--- src/rtl/nrzm_pkg.sv ---
// Shared constants, state encoding and helpers for the NRZ-M frame receiver.
package nrzm_pkg;

    localparam logic [31:0] ASM_WORD      = 32'h1ACFFC1D;
    localparam int          ASM_LEN       = 32;
    localparam int          PAYLOAD_BYTES = 146;

    typedef enum logic [1:0] {
        HUNT,
        LOCK,
        CHECK
    } state_t;

    function automatic logic [5:0] popcount32(input logic [31:0] v);
        logic [5:0] n;
        n = '0;
        for (int i = 0; i < 32; i++) begin
            n = n + {5'd0, v[i]};
        end
        return n;
    endfunction

endpackage

--- src/rtl/nrzm_bit_sync.sv ---
// Line synchronizer, edge-aligned bit timing recovery and NRZ-M decode.
// Emits one registered data_bit/bit_strobe pair per recovered bit period.
module nrzm_bit_sync #(
    parameter int PERIOD = 17
) (
    input  logic clk,
    input  logic rst_n,
    input  logic phase_in,
    output logic data_bit,
    output logic bit_strobe
);

    localparam int            CW         = (PERIOD > 2) ? $clog2(PERIOD) : 1;
    localparam logic [CW-1:0] CNT_LAST   = CW'(PERIOD - 1);
    localparam logic [CW-1:0] CNT_SAMPLE = CW'(PERIOD / 2);

    logic [1:0]    sync;
    logic [CW-1:0] cnt;
    logic          prev_sample;
    logic          line_edge;

    assign line_edge = sync[1] ^ sync[0];

    // NOTE: every register in a clocked block is assigned with <= so all flops
    // update from pre-edge values; blocking here would chain sync[0] into sync[1].
    always_ff @(posedge clk or negedge rst_n) begin
        if (!rst_n) begin
            sync        <= 2'b11;
            cnt         <= '0;
            prev_sample <= 1'b1;
            data_bit    <= 1'b0;
            bit_strobe  <= 1'b0;
        end else begin
            sync       <= {sync[0], phase_in};
            bit_strobe <= 1'b0;

            // A line edge re-centres the grid so the sample lands mid-bit.
            if (line_edge || cnt == CNT_LAST) begin
                cnt <= '0;
            end else begin
                cnt <= cnt + 1'b1;
            end

            if (cnt == CNT_SAMPLE) begin
                data_bit    <= sync[1] ^ prev_sample;
                prev_sample <= sync[1];
                bit_strobe  <= 1'b1;
            end
        end
    end

endmodule

--- src/rtl/nrzm_frame_rx.sv ---
// NRZ-M frame receiver: ASM search, flywheel lock tracking and payload
// byte output for fixed 1200-bit frames.
module nrzm_frame_rx
    import nrzm_pkg::*;
#(
    parameter int ref_clk_freq = 128000000,
    parameter int baudrate     = 9600,
    parameter int FRAME_BITS   = 1200,
    parameter int ASM_MAX_ERR  = 0,
    parameter int MISS_LIMIT   = 2
) (
    input  logic        clk,
    input  logic        rst_n,
    input  logic        phase_in,
    output logic [7:0]  byte_data,
    output logic        byte_valid,
    output logic        frame_start,
    output logic        frame_end,
    output logic        locked,
    output logic        asm_miss,
    output logic [15:0] frame_cnt
);

    localparam int PERIOD       = ref_clk_freq / baudrate + 1;
    localparam int PAYLOAD_BITS = FRAME_BITS - ASM_LEN;
    localparam int BCW          = $clog2(PAYLOAD_BITS);

    if (PAYLOAD_BITS != PAYLOAD_BYTES * 8) begin : g_bad_frame_len
        $error("nrzm_frame_rx: payload must be exactly %0d bytes", PAYLOAD_BYTES);
    end

    logic data_bit;
    logic bit_strobe;

    nrzm_bit_sync #(
        .PERIOD(PERIOD)
    ) u_bit_sync (
        .clk        (clk),
        .rst_n      (rst_n),
        .phase_in   (phase_in),
        .data_bit   (data_bit),
        .bit_strobe (bit_strobe)
    );

    state_t           state_q, state_d;
    logic [31:0]      sr_q, sr_d;
    logic [BCW-1:0]   bit_cnt_q;
    logic [4:0]       asm_cnt_q;
    logic [7:0]       miss_cnt_q;
    logic [6:0]       byte_sr_q;
    logic             match;
    logic             take_bit;
    logic             lock_acq;
    logic             asm_pass;
    logic             asm_fail;

    // NOTE: every output of this block gets a default before the case so no
    // path leaves a signal unassigned, which would infer a latch.
    always_comb begin
        state_d  = state_q;
        sr_d     = bit_strobe ? {sr_q[30:0], data_bit} : sr_q;
        match    = popcount32(sr_d ^ ASM_WORD) <= 6'(ASM_MAX_ERR);
        take_bit = 1'b0;
        lock_acq = 1'b0;
        asm_pass = 1'b0;
        asm_fail = 1'b0;

        unique case (state_q)
            HUNT: begin
                if (bit_strobe && match) begin
                    state_d  = LOCK;
                    lock_acq = 1'b1;
                end
            end
            LOCK: begin
                if (bit_strobe) begin
                    take_bit = 1'b1;
                    if (bit_cnt_q == BCW'(PAYLOAD_BITS - 1)) begin
                        state_d = CHECK;
                    end
                end
            end
            CHECK: begin
                if (bit_strobe && asm_cnt_q == 5'(ASM_LEN - 1)) begin
                    if (match) begin
                        state_d  = LOCK;
                        asm_pass = 1'b1;
                    end else begin
                        asm_fail = 1'b1;
                        state_d  = ((miss_cnt_q + 8'd1) >= 8'(MISS_LIMIT)) ? HUNT : LOCK;
                    end
                end
            end
            default: state_d = HUNT;
        endcase
    end

    always_ff @(posedge clk or negedge rst_n) begin
        if (!rst_n) begin
            state_q     <= HUNT;
            sr_q        <= '0;
            bit_cnt_q   <= '0;
            asm_cnt_q   <= '0;
            miss_cnt_q  <= '0;
            byte_sr_q   <= '0;
            byte_data   <= '0;
            byte_valid  <= 1'b0;
            frame_start <= 1'b0;
            frame_end   <= 1'b0;
            locked      <= 1'b0;
            asm_miss    <= 1'b0;
            frame_cnt   <= '0;
        end else begin
            state_q     <= state_d;
            sr_q        <= sr_d;
            locked      <= (state_d != HUNT);
            byte_valid  <= 1'b0;
            frame_start <= 1'b0;
            frame_end   <= 1'b0;
            asm_miss    <= asm_fail;

            if (lock_acq || asm_pass) begin
                frame_cnt  <= frame_cnt + 16'd1;
                miss_cnt_q <= '0;
            end else if (asm_fail) begin
                miss_cnt_q <= miss_cnt_q + 8'd1;
            end

            // Every entry into LOCK starts a fresh payload, including flywheel.
            if (state_d == LOCK && state_q != LOCK) begin
                bit_cnt_q <= '0;
                byte_sr_q <= '0;
            end

            if (state_q == LOCK && state_d == CHECK) begin
                asm_cnt_q <= '0;
            end else if (state_q == CHECK && bit_strobe) begin
                asm_cnt_q <= asm_cnt_q + 5'd1;
            end

            if (take_bit) begin
                byte_sr_q <= {byte_sr_q[5:0], data_bit};
                bit_cnt_q <= bit_cnt_q + 1'b1;
                if (bit_cnt_q[2:0] == 3'd7) begin
                    byte_valid  <= 1'b1;
                    byte_data   <= {byte_sr_q, data_bit};
                    frame_start <= (bit_cnt_q[BCW-1:3] == '0);
                    frame_end   <= (bit_cnt_q[BCW-1:3] == (BCW-3)'(PAYLOAD_BYTES - 1));
                end
            end
        end
    end

endmodule

--- config.mk ---
export PLATFORM = sky130hd
export DESIGN_NAME = nrzm_frame_rx
export DESIGN_NICKNAME = d
export VERILOG_FILES = /design/src/rtl/nrzm_pkg.sv /design/src/rtl/nrzm_bit_sync.sv /design/src/rtl/nrzm_frame_rx.sv
export SDC_FILE = /design/constraint.sdc
export NUM_CORES = 1
export LEC_CHECK = 0
export CELL_PAD_IN_SITES_DETAIL_PLACEMENT = 1
export CELL_PAD_IN_SITES_GLOBAL_PLACEMENT = 1
export CORE_MARGIN = 2
export CORE_UTILIZATION = 54
export CTS_BUF_LIST = sky130_fd_sc_hd__clkbuf_8
export CTS_CLUSTER_SIZE = 28
export DETAILED_ROUTE_END_ITERATION = 10
export GPL_ROUTABILITY_DRIVEN = 0
export PLACE_DENSITY_LB_ADDON = 0.2
export SLEW_MARGIN = 15
export SYNTH_ARGS = -nofsm -noshare
export SYNTH_HDL_FRONTEND = slang
export SYNTH_SLANG_ARGS = --single-unit
--- constraint.sdc ---
create_clock -name clk -period 13.9 [get_ports clk]
set_input_delay 4.17 -clock clk [delete_from_list [all_inputs] [get_ports clk]]
set_output_delay 4.17 -clock clk [all_outputs]
set_load 0.02 [all_outputs]
==> metrics.yaml <==
run_status:
  status: "complete, no violations"
critical_path:
  critPathMaxFanout: 37
  crit_path_top_delay_cell: "nor4_2"
  worstSetupPathType: "reg -> reg"
  path_common_cell: "fa_1"
  rr_worst_depth: 19
  required_ps: 14220
  r2r-start: "u_bit_sync.bit_strobe"
  worstSetupStartpointType: "register"
  cp-end-kind: "register"
  reg2reg_slack_ps: 6940
  cp.arrival_ps: 7280
  max_stage_delay_ps: 900
  r2r_end: "frame_cnt[8]"
  crit_chain: "buf_4 -> mux2_2 -> fa_1 -> inv_1 -> fa_1 -> fa_1 -> inv_1 -> fa_1 -> fa_1 -> inv_1 -> fa_1 -> inv_1 -> ha_1 -> fa_1 -> nor4_1 -> nand2_1 -> nor4_2 -> nand4_1 -> xnor2_1"
sta:
  fin_crit_sh: 0.501
  finalHoldViolations: 0
  timing.final.crit_period_ps: 6960
  layout_setup_ws_ps: 6940
  slew_violations: 0
  setup_violations: 0
  worstMarginPinSlew_ps: 968
  skew_ps: 15.1
  max_freq_mhz: 144
  rsz0062_at_grt: "no"
  max_slew_margin: 0.349
  setup_tns_ps: 0
die:
  rows: 37
  core_mm2: 0.0103
  die_height_um: 107
  start_util: 0.558
  boundaryPins: 32
  die_area_mm2: 0.0115
  die_w_um: 107
final_layout:
  drive_above_1_share: 0.145
  fillers: 1081
  regArea_mm2: 0.00283
  area_growth_pct: 14.2
  layout_common_cells: "dfrtp_1 (110), inv_1 (45), nand2_1 (39), mux2_2 (33), nor2_1 (33)"
  diodes: 0
  multi_input_area_mm2: 0.00268
  mostFrequentLayoutCell: "dfrtp_1"
  fin_nets: 588
yosys:
  synth_seq_cells: 113
  ys_seq_area_frac: 0.491
  ys_async_sr_fraction: 1.00
  syn_area_mm2: 0.00576
  ys.flop_type: "dfrtp_1"
  synthCells: 508
  syn_area_per_cell_um2: 11.3
  yosys_warnings: 0
  ys_types: 58
  synth_edf_count: 0
  synth_fp_nets: 551
clock_tree:
  cts.sinks: 113
  cts_tree: "done"
  cts-root-buf: "clkbuf_8"
  cts_max_level: 4
  insertion_delay_ps: 440
  cts.path.max_buffers: 2
  holdBufCountCts: 0
  clkSlewWorstSetupHoldPaths_ps: 70
  post_cts_buffers: 0
  ctsResizeCount: 0
  cts_buffers: 17
worst_hold_path:
  hold_path_depth: 0
  min_path_type: "reg -> reg"
  min-delay-start: "u_bit_sync.sync[0]"
  min_to: "u_bit_sync.sync[1]"
placed_design:
  io_buffers: 31
  dp_hpwl_mm: 8.57
  pre_cts_slack_ps: 6940
grt:
  gr-total-overflow: 0
  grt_pass1_wl_mm: 21.0
  antenna_found_initial: 0
  grt_pass1_vias: 4276
  grt_usage: 0.237
  grt_max_degree: 66
detailed_routing:
  ant_nets: 0
  drt_iter0_markers: 143
  routed_wl_mm: 12.3
  vias: 3912
  route.detailed.drc: 0
  firstDrtPassIters: 4
  routed_via_density: 5.64
  wire_per_inst_um: 17.7
run:
  drv_cap: 0
power_and_ir_drop:
  p_per_area_mw_per_mm2: 101
  vdd_ir_drop_max_v: 0.0000726
  p_leak_uw: 0.00317
==> synth_stat cells, types with 10 or more instances <==
cell     number  share of area
dfrtp_1     110           0.48
inv_1        42          0.027
nand2_1      39          0.025
mux2_2       33          0.064
nor2_1       33          0.021
nand3_1      26          0.023
fa_1         24          0.083
xnor2_1      22          0.033
o21ai_0      20          0.017
ha_1         16          0.035
mux2i_1      12          0.021
a21oi_1      11         0.0096
xor2_1       10          0.015
==> power breakdown <==
part	switching (uW)	internal (uW)	total (uW)
clock network	137	184	320
logic	9.39	2.87	12.3
registers	2.29	331	333
total	148	517	665
==> worst max-delay path by stage <==
stage,from,to,slack (ps),cells past startpoint
2_1_floorplan,u_bit_sync.bit_strobe,locked,7700,20
3_3_place_gp,u_bit_sync.bit_strobe,frame_cnt[13],7280,19
3_5_place_dp,u_bit_sync.bit_strobe,frame_cnt[7],6940,19
4_1_cts,u_bit_sync.bit_strobe,frame_cnt[8],6860,19
5_1_grt,u_bit_sync.bit_strobe,frame_cnt[7],6480,19
6_report,u_bit_sync.bit_strobe,frame_cnt[8],6940,19
==> layer usage <==
layer | share of wire | GRT usage | up-vias
li1 | - | - | 1809
met4 | 0.013 | 0.0751 | 0
met2 | 0.51 | 0.389 | 60
met1 | 0.45 | 0.309 | 2025
met3 | 0.029 | 0.0642 | 18
met5 | 0 | 0 | -
==> per-stage QoR <==
step	util	power, uW	cell area, um^2	instances	hold slack (ps)
floorplan	-	342	5760	508	360
global placement	0.598	351	6170	662	370
detailed placement	0.598	352	6170	662	376
CTS	0.637	671	6580	694	383
global route	0.637	689	6580	694	385
finish	0.637	665	6580	694	375
==> flip-flops by register name, summed over array words and instances (netlist names) <==
name and flops:
u_bit_sync.sync 2, asm_cnt_q 5, miss_cnt_q 8, sr_q 32, frame_end 1, locked 1, asm_miss 1, u_bit_sync.cnt 14
byte_sr_q 7, frame_cnt 16, byte_valid 1, state_q 2, byte_data 8, u_bit_sync.prev_sample 1, frame_start 1, bit_cnt_q 11
u_bit_sync.data_bit 1, u_bit_sync.bit_strobe 1
==> worst max-delay path, delay by kind of cell (launching register included) <==
kind / cells / cell delay (ps)
XOR/XNOR: 1 / 180
adder cells (fa/ha/maj): 8 / 3690
buffers and inverters: 5 / 650
flip-flops: 1 / 330
multiplexers: 1 / 420
AND/OR/NAND/NOR: 4 / 1550
==> cell families (layout without fill, tap and decap cells) <==
family | count (synthesis) | after routing | share of synthesized area
AO/OA/AOI/OAI | 57 | 57 | 0.0614
XOR/XNOR | 32 | 32 | 0.0486
adder cells (fa/ha/maj) | 40 | 40 | 0.118
buffers and inverters | 58 | 108 | 0.0430
flip-flops | 113 | 113 | 0.491
multiplexers | 45 | 45 | 0.0853
AND/OR/NAND/NOR | 163 | 163 | 0.152
==> cell type report <==
| type | instances | share of cell area |
|---|---|---|
| Clock buffer | 19 | 0.0397 |
| Clock inverter | 13 | 0.0221 |
| Inverter | 42 | 0.0240 |
| Multi-Input combinational cell | 337 | 0.408 |
| Sequential cell | 113 | 0.430 |
| Tap cell | 136 | 0.0259 |
| Timing Repair Buffer | 34 | 0.0502 |
(Power assumes the default switching activity.)
